`src/rtl/ex_stage_pkg.sv`:
```
// ============================================================================
// Module : ex_stage_pkg
// Brief  : Shared opcodes, iteration count and FSM type for the execute stage.
// Rev    : 1.0  initial release
// ============================================================================
`default_nettype none

package ex_stage_pkg;

    localparam int ALU_OP_W     = 5;
    localparam int MUL_DIV_ITER = 16;

    localparam logic [ALU_OP_W-1:0] ALU_NOP  = 5'd0;
    localparam logic [ALU_OP_W-1:0] ALU_ADD  = 5'd1;
    localparam logic [ALU_OP_W-1:0] ALU_SUB  = 5'd2;
    localparam logic [ALU_OP_W-1:0] ALU_AND  = 5'd3;
    localparam logic [ALU_OP_W-1:0] ALU_OR   = 5'd4;
    localparam logic [ALU_OP_W-1:0] ALU_XOR  = 5'd5;
    localparam logic [ALU_OP_W-1:0] ALU_NOT  = 5'd6;
    localparam logic [ALU_OP_W-1:0] ALU_SLL  = 5'd7;
    localparam logic [ALU_OP_W-1:0] ALU_SRL  = 5'd8;
    localparam logic [ALU_OP_W-1:0] ALU_SRA  = 5'd9;
    localparam logic [ALU_OP_W-1:0] ALU_SLT  = 5'd10;
    localparam logic [ALU_OP_W-1:0] ALU_SLTU = 5'd11;
    localparam logic [ALU_OP_W-1:0] ALU_CMP  = 5'd12;
    localparam logic [ALU_OP_W-1:0] ALU_LI   = 5'd13;
    localparam logic [ALU_OP_W-1:0] ALU_MUL  = 5'd14;
    localparam logic [ALU_OP_W-1:0] ALU_DIVU = 5'd15;
    localparam logic [ALU_OP_W-1:0] ALU_REMU = 5'd16;

    typedef enum logic [1:0] {
        MD_IDLE = 2'd0,
        MD_BUSY = 2'd1,
        MD_DONE = 2'd2
    } md_state_t;

    function automatic logic is_multi_cycle(input logic [ALU_OP_W-1:0] op);
        return (op == ALU_MUL) || (op == ALU_DIVU) || (op == ALU_REMU);
    endfunction

endpackage

`default_nettype wire

```
`src/rtl/ex_stage_muldiv_unit.sv`:
```
// ============================================================================
// Module : muldiv_unit
// Brief  : Iterative 16-step shift-add multiplier / restoring unsigned divider.
// Rev    : 1.0  initial release
// ============================================================================
`default_nettype none

module muldiv_unit
    import ex_stage_pkg::*;
#(
    parameter int DATA_W = 16,
    parameter int OP_W   = 5
) (
    input  logic              clk,
    input  logic              rst,
    input  logic              start,
    input  logic [OP_W-1:0]   op,
    input  logic [DATA_W-1:0] a,
    input  logic [DATA_W-1:0] b,
    input  logic              flush,
    output logic              busy,
    output logic              done,
    output logic [DATA_W-1:0] result
);

    localparam int CNT_W = $clog2(MUL_DIV_ITER);
    localparam logic [CNT_W-1:0] c_last_iter = CNT_W'(MUL_DIV_ITER - 1);

    md_state_t         r_state;
    logic [CNT_W-1:0]  r_cnt;
    logic [OP_W-1:0]   r_op;
    logic [DATA_W-1:0] r_a;     // multiplicand (MUL) or dividend/quotient shifter (DIV)
    logic [DATA_W-1:0] r_b;     // multiplier (MUL) or divisor (DIV)
    logic [DATA_W:0]   r_acc;   // product (MUL) or partial remainder (DIV)

    logic [DATA_W:0]   w_rem_sh;
    logic [DATA_W:0]   w_rem_sub;
    logic              w_rem_ge;
    logic              w_is_mul;
    logic              w_start_div;

    assign w_rem_sh    = {r_acc[DATA_W-1:0], r_a[DATA_W-1]};
    assign w_rem_ge    = (w_rem_sh >= {1'b0, r_b});
    assign w_rem_sub   = w_rem_sh - {1'b0, r_b};
    assign w_is_mul    = (r_op == OP_W'(ALU_MUL));
    assign w_start_div = (op == OP_W'(ALU_DIVU)) || (op == OP_W'(ALU_REMU));

    always_ff @(posedge clk or posedge rst) begin
        if (rst) begin
            r_state <= MD_IDLE;
            r_cnt   <= '0;
            r_op    <= '0;
            r_a     <= '0;
            r_b     <= '0;
            r_acc   <= '0;
        end else begin
            case (r_state)
                MD_IDLE: begin
                    if (start && !flush) begin
                        r_op  <= op;
                        r_cnt <= '0;
                        if (w_start_div && (b == '0)) begin
                            // Divide by zero resolves immediately: all-ones quotient, dividend as remainder
                            r_a     <= '1;
                            r_b     <= b;
                            r_acc   <= {1'b0, a};
                            r_state <= MD_DONE;
                        end else begin
                            r_a     <= a;
                            r_b     <= b;
                            r_acc   <= '0;
                            r_state <= MD_BUSY;
                        end
                    end
                end
                MD_BUSY: begin
                    if (flush) begin
                        r_state <= MD_IDLE;
                    end else begin
                        if (w_is_mul) begin
                            r_acc <= {1'b0, r_acc[DATA_W-1:0] + (r_b[0] ? r_a : '0)};
                            r_a   <= {r_a[DATA_W-2:0], 1'b0};
                            r_b   <= {1'b0, r_b[DATA_W-1:1]};
                        end else begin
                            r_acc <= w_rem_ge ? w_rem_sub : w_rem_sh;
                            r_a   <= {r_a[DATA_W-2:0], w_rem_ge};
                        end
                        r_cnt <= r_cnt + 1'b1;
                        if (r_cnt == c_last_iter) begin
                            r_state <= MD_DONE;
                        end
                    end
                end
                MD_DONE: begin
                    r_state <= MD_IDLE;
                end
                default: begin
                    r_state <= MD_IDLE;
                end
            endcase
        end
    end

    assign busy = (r_state == MD_BUSY);
    assign done = (r_state == MD_DONE);

    always_comb begin
        result = r_acc[DATA_W-1:0];
        if (r_op == OP_W'(ALU_DIVU)) begin
            result = r_a;
        end
    end

endmodule

`default_nettype wire

```
`src/rtl/ex_stage.sv`:
```
// ============================================================================
// Module : ex_stage
// Brief  : THCO-MIPS execute stage: single-cycle ALU plus iterative mul/div.
// Rev    : 1.0  initial release
// ============================================================================
`default_nettype none

module ex_stage
    import ex_stage_pkg::*;
#(
    parameter int DATA_W = 16,
    parameter int ADDR_W = 4,
    parameter int OP_W   = 5
) (
    input  logic              clk,
    input  logic              rst,
    input  logic              flush_i,
    input  logic [OP_W-1:0]   aluOp_i,
    input  logic [DATA_W-1:0] operand1_i,
    input  logic [DATA_W-1:0] operand2_i,
    input  logic              wReg_i,
    input  logic [ADDR_W-1:0] wRegAddr_i,
    output logic              wReg_o,
    output logic [ADDR_W-1:0] wRegAddr_o,
    output logic [DATA_W-1:0] wData_o,
    output logic              stallReq_o
);

    logic              w_is_md;
    logic              w_md_busy;
    logic              w_md_done;
    logic              w_md_idle;
    logic              w_md_start;
    logic [DATA_W-1:0] w_md_result;
    logic [DATA_W-1:0] w_alu;
    logic [4:0]        w_shamt;

    logic              r_wreg;
    logic [ADDR_W-1:0] r_waddr;

    assign w_is_md    = is_multi_cycle(ALU_OP_W'(aluOp_i));
    assign w_md_idle  = !w_md_busy && !w_md_done;
    assign w_md_start = w_is_md && w_md_idle && !flush_i;

    // A zero shift field encodes a shift of 8
    assign w_shamt = (operand2_i[3:0] == 4'd0) ? 5'd8 : {1'b0, operand2_i[3:0]};

    muldiv_unit #(
        .DATA_W (DATA_W),
        .OP_W   (OP_W)
    ) u_muldiv (
        .clk    (clk),
        .rst    (rst),
        .start  (w_is_md),
        .op     (aluOp_i),
        .a      (operand1_i),
        .b      (operand2_i),
        .flush  (flush_i),
        .busy   (w_md_busy),
        .done   (w_md_done),
        .result (w_md_result)
    );

    always_ff @(posedge clk or posedge rst) begin
        if (rst) begin
            r_wreg  <= 1'b0;
            r_waddr <= '0;
        end else if (w_md_start) begin
            r_wreg  <= wReg_i;
            r_waddr <= wRegAddr_i;
        end
    end

    always_comb begin
        w_alu = '0;
        case (aluOp_i)
            OP_W'(ALU_ADD):  w_alu = operand1_i + operand2_i;
            OP_W'(ALU_SUB):  w_alu = operand1_i - operand2_i;
            OP_W'(ALU_AND):  w_alu = operand1_i & operand2_i;
            OP_W'(ALU_OR):   w_alu = operand1_i | operand2_i;
            OP_W'(ALU_XOR):  w_alu = operand1_i ^ operand2_i;
            OP_W'(ALU_NOT):  w_alu = ~operand1_i;
            OP_W'(ALU_SLL):  w_alu = operand1_i << w_shamt;
            OP_W'(ALU_SRL):  w_alu = operand1_i >> w_shamt;
            OP_W'(ALU_SRA):  w_alu = $signed(operand1_i) >>> w_shamt;
            OP_W'(ALU_SLT):  w_alu = {{(DATA_W-1){1'b0}}, ($signed(operand1_i) < $signed(operand2_i))};
            OP_W'(ALU_SLTU): w_alu = {{(DATA_W-1){1'b0}}, (operand1_i < operand2_i)};
            OP_W'(ALU_CMP):  w_alu = {{(DATA_W-1){1'b0}}, (operand1_i != operand2_i)};
            OP_W'(ALU_LI):   w_alu = operand2_i;
            default:         w_alu = '0;
        endcase
    end

    // Reset gates the outputs directly so an abort is visible without waiting for a clock
    always_comb begin
        wReg_o     = 1'b0;
        wRegAddr_o = '0;
        wData_o    = '0;
        stallReq_o = 1'b0;
        if (!rst) begin
            if (w_md_done) begin
                wData_o    = w_md_result;
                wReg_o     = r_wreg && !flush_i;
                wRegAddr_o = r_waddr;
            end else if (w_md_busy || w_is_md) begin
                stallReq_o = !flush_i;
            end else begin
                wData_o    = w_alu;
                wReg_o     = wReg_i && (aluOp_i != OP_W'(ALU_NOP)) && !flush_i;
                wRegAddr_o = wRegAddr_i;
            end
        end
    end

endmodule

`default_nettype wire

```
`config.mk`:
```
export PLATFORM = sky130hd
export DESIGN_NAME = ex_stage
export DESIGN_NICKNAME = d
export VERILOG_FILES = /design/src/rtl/ex_stage_pkg.sv /design/src/rtl/ex_stage_muldiv_unit.sv /design/src/rtl/ex_stage.sv
export SDC_FILE = /design/constraint.sdc
export NUM_CORES = 1
export LEC_CHECK = 0
export ABC_AREA = 1
export ABC_CLOCK_PERIOD_IN_PS = 2580
export BUFFER_PORTS_ARGS = -buffer_cell sky130_fd_sc_hd__buf_2
export CAP_MARGIN = 40
export CORE_ASPECT_RATIO = 0.5
export CORE_MARGIN = 3
export CORE_UTILIZATION = 64
export CTS_CLUSTER_SIZE = 12
export DETAILED_ROUTE_END_ITERATION = 16
export HOLD_SLACK_MARGIN = 0.06
export PLACE_DENSITY_LB_ADDON = 0.3
export SETUP_SLACK_MARGIN = 0.4
export SLEW_MARGIN = 20
export SYNTH_ARGS = -nofsm -noshare
export SYNTH_HDL_FRONTEND = slang
export SYNTH_SLANG_ARGS = --single-unit
```
`constraint.sdc`:
```
create_clock -name clk -period 2.58 [get_ports clk]
set_input_delay 0.129 -clock clk [delete_from_list [all_inputs] [get_ports clk]]
set_output_delay 0.129 -clock clk [all_outputs]
set_load 0.005 [all_outputs]
```
==> results of run 1 <==
## cell families after synthesis
logic type / count (synthesis) / synth area share [%]
fa+ha+maj: 96 / 11.8
compound gates: 333 / 18.1
buf+inv: 314 / 12.0
flops: 64 / 15.4
mux: 4 / 0.433
xor+xnor: 18 / 1.52
simple gates: 1006 / 40.6
## repair_timing
action / CTS
resized for setup: 142
buffers inserted: 37
pin swaps: 26
cloned: 2
setup endpoints to repair: 50
endpoints found under the hold margin: 5
hold buffers: 5
## synth_stat cells, drive strengths merged (3+ instances only)
| cell type | instances |
|---|---|
| nand2 | 554 |
| inv | 245 |
| nand3 | 205 |
| nor2 | 193 |
| a21oi | 138 |
| o21ai | 118 |
| ha | 92 |
| dfrtp | 64 |
| buf | 36 |
| clkbuf | 32 |
| o211ai | 30 |
| nand4 | 22 |
| nor3 | 16 |
| xor2 | 10 |
| a22oi | 9 |
| o22ai | 9 |
| xnor2 | 8 |
| and2 | 6 |
| a31oi | 5 |
| nand3b | 5 |
| o21a | 5 |
| fa | 4 |
| mux2 | 4 |
| o21bai | 4 |
| a21boi | 3 |
| or2 | 3 |
## through the flow
stage          worst slack (ns)  hold slack (ns)  std cells  cell area (µm²)  util [%]
2_1_floorplan             0.337            0.246       1835            10400         -
3_3_place_gp             0.0850            0.351       2144            11400      72.5
3_5_place_dp             0.0566            0.358       2144            11400      72.5
4_1_cts                   0.376            0.126       2203            12600      80.4
## per-layer routing
layer / global-route usage [%] / overflow
met4: 60.4 / 19
met3: 58.7 / 4
met1: 75.9 / 2
met5: 45.4 / 0
met2: 84.1 / 13
==> summary.txt, run 1 <==
Clock network
  – Clk sink count: 64
  – Root Driver: clkbuf_16
  – Number of levels in the clock H-tree: 3
  – Number of buffers created by CTS: 9
  – Maximum buffer depth of the clock tree: 2

Yosys
  – Number of unique standard cell types used by synthesis: 52
  – Area fraction of the dominant cell type after synthesis: 19.9%
  – Post-synthesis cell type with the largest combined area: nand2_1
  – Seq cells post-synth: 64
  – Post-synth EDFFs: 0
  – Proportion of synthesized chip area in sequential cells: 15.4%
  – Yosys Warn Count: 0
  – Dominant cells by area after synthesis: nand2_1, dfrtp_1, ha_1
  – Average footprint of a synthesized cell: 5.66 µm²
  – Primary flip-flop cell chosen by synthesis mapping: dfrtp_1
  – Async set-reset flop share out of synthesis: 100%
  – Mapped Area: 10400 µm²
  – Cells after Synth: 1835
  – Syn_nets: 1976

GRT
  – Largest net degree at the start of global routing: 65
  – Global-route total usage across every layer: 71.5%
  – Global-route congestion overflow total: 38

Floorplanning
  – Initial Util: 66.4%
  – Die width: 186 µm
  – Number of top-level design ports: 67
  – Total number of placement rows: 32
  – Die Height: 96.1 µm

Placed design
  – HPWL after DPL: 33.8 mm
  – PortBufs: 66
  – GPL Wtd Cong: 1.18

Outcome
  – Run status: aborted with a tool error
  – Error text reported by the tool: [ERROR GRT-0232] Routing congestion too high. Check the congestion heatmap in the GUI.
  – Step where the flow halted: 5_1_grt
==> run 2: changes to the inputs <==
--- a/config.mk
+++ b/config.mk
@@ -9,14 +9,10 @@
 export ABC_CLOCK_PERIOD_IN_PS = 2580
 export BUFFER_PORTS_ARGS = -buffer_cell sky130_fd_sc_hd__buf_2
 export CAP_MARGIN = 40
-export CORE_ASPECT_RATIO = 0.5
 export CORE_MARGIN = 3
-export CORE_UTILIZATION = 64
-export CTS_CLUSTER_SIZE = 12
+export CORE_UTILIZATION = 40
 export DETAILED_ROUTE_END_ITERATION = 16
-export HOLD_SLACK_MARGIN = 0.06
-export PLACE_DENSITY_LB_ADDON = 0.3
-export SETUP_SLACK_MARGIN = 0.4
+export PLACE_DENSITY_LB_ADDON = 0.15
 export SLEW_MARGIN = 20
 export SYNTH_ARGS = -nofsm -noshare
 export SYNTH_HDL_FRONTEND = slang
==> run 2 against run 1 <==
The flow now finishes without violations. Synthesized area stayed put. Synthesized cell count is the same.
==> summary.txt, run 2 <==
Setup path
  – Largest delay contributor family on the critical path: compound AO/OA/AOI/OAI gates
  – Startpoint class of the critical path: flip-flop
  – Worst setup EP type: primary output
  – Library cell contributing the largest single delay on the critical path: dfrtp_1
  – Total buffers and inverters traversed by the critical path: 3
  – Worst setup path startpoint: u_muldiv.r_state[0]
  – Startpoint of the most critical register-to-register path: u_muldiv.r_a[0]
  – Highest net fanout along the worst path: 11
  – Data arrival, critical path: 2.32 ns
  – Number of cells on the worst reg-to-reg path: 15
  – Reg-to-reg setup timing slack: 0.18 ns
  – Worst path required time: 2.45 ns
  – Series of cell instances along the critical path: inv_1, ha_1, inv_1, a21oi_1, o21ai_0, a21oi_1, buf_2
  – Crit Reg-Reg Endpoint: u_muldiv.r_acc[6]
  – Worst path max stage delay: 0.40 ns
  – Type of the worst setup path: reg2out

Yosys
  – Mapped Area: 10400 µm²
  – Seq cells post-synth: 64
  – Leading cell type by number of instances after synthesis: nand2_1
  – Proportion of synthesized chip area in sequential cells: 15.4%
  – Post-synth EDFFs: 0
  – Syn_nets: 1976
  – Area fraction of the dominant cell type after synthesis: 19.9%
  – Cells after Synth: 1835
  – Average footprint of a synthesized cell: 5.66 µm²
  – Dominant cells by area after synthesis: nand2_1, dfrtp_1, ha_1
  – Yosys Warn Count: 0
  – Primary flip-flop cell chosen by synthesis mapping: dfrtp_1
  – Number of unique standard cell types used by synthesis: 52
  – Top cells by count, synth: nand2_1, inv_1, nand3_1
  – Async set-reset flop share out of synthesis: 100%
  – Post-synthesis cell type with the largest combined area: nand2_1

Route
  – Length of the first detailed-routing pass in iterations: 5
  – Post-detailed-route wirelength per cell: 21.0 µm
  – Final ANT Viol Nets: 0
  – Count of vias placed by the detailed router: 12900
  – Number of design-rule violations left by the first detailed-router iteration: 1017
  – DRC: 0
  – Post-detailed-route via-to-cell ratio: 5.58
  – Total wire length: 48.5 mm

STA
  – Highest Clock Rate: 409 MHz
  – Count of final hold-check violations: 0
  – Setup violation total in the final timing report: 0
  – Headroom to the max-slew limit: 67.1%
  – Total negative setup slack: 0 ns
  – Final-report max-slew violation count: 0
  – Final setup margin: 0.133 ns
  – Final worst hold slack: 0.00803 ns
  – Transition time of the tightest slew-check pin: 0.493 ns
  – Layout Skew: 0.00815 ns
  – Unrepaired setup endpoints after global routing: no
  – Fraction of the cycle the final worst path needs: 94.9%
  – Min cycle time layout: 2.45 ns

Min path
  – Worst Hold Class: in2async

Pwr
  – Proportion of power drawn by combinational gates: 73.8%
  – Internal power consumption: 5.51 mW
  – Ratio of total power to cell area: 983 nW/µm²
  – Worst ir drop on vdd: 0.700 mV
  – Clk pwr share: 10.1%
  – Total leakage power: 6.55 nW
  – Switching Power: 6.57 mW
  – Register share of total power: 16.1%
  – Switching share of power: 54.4%

Floorplanning
  – Die Outline Area: 27900 µm²
  – Total number of placement rows: 58
  – Core region area: 25300 µm²
  – Initial Util: 41.0%
  – Die width: 167 µm
  – Number of top-level design ports: 67
  – Die Height: 167 µm

Cells and area
  – Antenna diode count: 0
  – Number of fillers in the final layout: 2818
  – Post-layout util: 48.5%
  – # nets final: 2119
  – Final Instance Count excl. Fillers: 2312
  – Sequential cell area: 1600 µm²
  – Biggest regs: u_muldiv.r_a (16), u_muldiv.r_acc (16), u_muldiv.r_b (16)
  – Area taken by multi-input logic gates: 7690 µm²
  – Post-synthesis to final-layout area growth: 18.3%
  – Commonest cells after routing, fill and taps aside: nand2_1, inv_1, nand3_1
  – Fraction of final layout cells with drive strength greater than 1: 13.9%
  – Leading cell type in the layout, fill and taps excluded: nand2_1

Clock network
  – Root Driver: clkbuf_16
  – Maximum buffer depth of the clock tree: 2
  – TritonCTS clock tree: done
  – Number of levels in the clock H-tree: 3
  – Clk pin slew, worst setup/hold paths: 0.06 ns
  – Clock latency on the worst-skew pair: 0.34 ns
  – Number of buffers created by CTS: 9
  – Clk sink count: 64

Job
  – Max Cap Violations: 0

GRT
  – Number of antenna violations at the first check in global routing: 0
  – Global-route congestion overflow total: 0
  – Largest net degree at the start of global routing: 59
  – Wire length of the first global-routing pass: 72.9 mm
  – Vias in the first global route: 12300
  – Global-route total usage across every layer: 33.8%

Placed design
  – GPL Wtd Cong: 0.971
  – Post-place setup slack: -0.0377 ns
  – PortBufs: 66
  – HPWL after DPL: 40.5 mm
  – Number of placed instances, taps included: 2294

Outcome
  – Run status: complete, no violations
==> run 2: cell counts after synthesis <==
Identical to the previous run, type by type.
==> run 2: worst max-delay path by stage <==
stage / end / depth (start not counted) / slack, ns
after floorplan: u_muldiv.r_acc[6] / 16 / 0.27
after global placement: wData_o[9] / 14 / -0.08
after detailed placement: wData_o[9] / 14 / -0.04
after CTS: wData_o[9] / 14 / 0.05
after global routing: wData_o[6] / 7 / 0.002
final: wData_o[10] / 7 / 0.13
==> run 2: area by class of cell <==
cell class	count	share of cell area [%]
well taps	330	3.36
clock inverters	4	0.366
clock buffers	11	1.97
multi-input cells	1457	62.5
inverters	246	7.53
repair buffers	200	11.2
flip-flops and latches	64	13.0
==> run 2: metrics by stage <==
step / cell area, µm² / total power [mW]
2_1_floorplan: 10400 / 7.74
4_1_cts: 12100 / 11.8
3_5_place_dp: 11800 / 10.5
3_3_place_gp: 11800 / 10.4
6_report: 12300 / 12.1
5_1_grt: 12300 / 13.3
==> run 2: per-layer routing <==
| metal | share of wire (%) | GRT usage [%] | up-vias |
|---|---|---|---|
| met5 | 0 | 0 | - |
| met4 | 6.8 | 19.9 | 0 |
| met3 | 6.3 | 3.19 | 134 |
| met2 | 46 | 56.1 | 558 |
| met1 | 41 | 43.0 | 5950 |
| li1 | - | - | 6250 |
==> run 2: power groups by stage <==
stage,Sequential (mW),Combinational [mW],Clock [mW]
2_1_floorplan,1.76,5.99,0
3_3_place_gp,1.92,8.52,0
3_5_place_dp,1.93,8.55,0
4_1_cts,1.92,8.61,1.24
5_1_grt,1.98,10.0,1.27
6_report,1.95,8.92,1.22
==> run 2: kinds of logic after synthesis <==
family,synth area share (%)
compound gates,18.1
xor+xnor,1.52
fa+ha+maj,11.8
buf+inv,12.0
flops,15.4
mux,0.433
simple gates,40.6
==> run 2: repair_timing <==
item	in CTS	in global routing
buffers inserted	0	1
hold endpoints to repair	1	0
hold buffers	1	0
setup endpoints to repair	2	22
resized for setup	2	25
==> run 2: worst register-to-register path, stage by stage, from the launching register on <==
cell     delay, ns
dfrtp_1       0.39
nand2_1       0.07
inv_1         0.05
ha_1          0.16
inv_1         0.06
fa_1          0.43
inv_1         0.12
nand3_1       0.09
nand2_2       0.11
nand2_1       0.05
nand2_1       0.11
inv_1         0.08
or2_2         0.27
a31oi_1       0.14
nand2_1       0.08
a21oi_1       0.12
(Power assumes the default switching activity.)
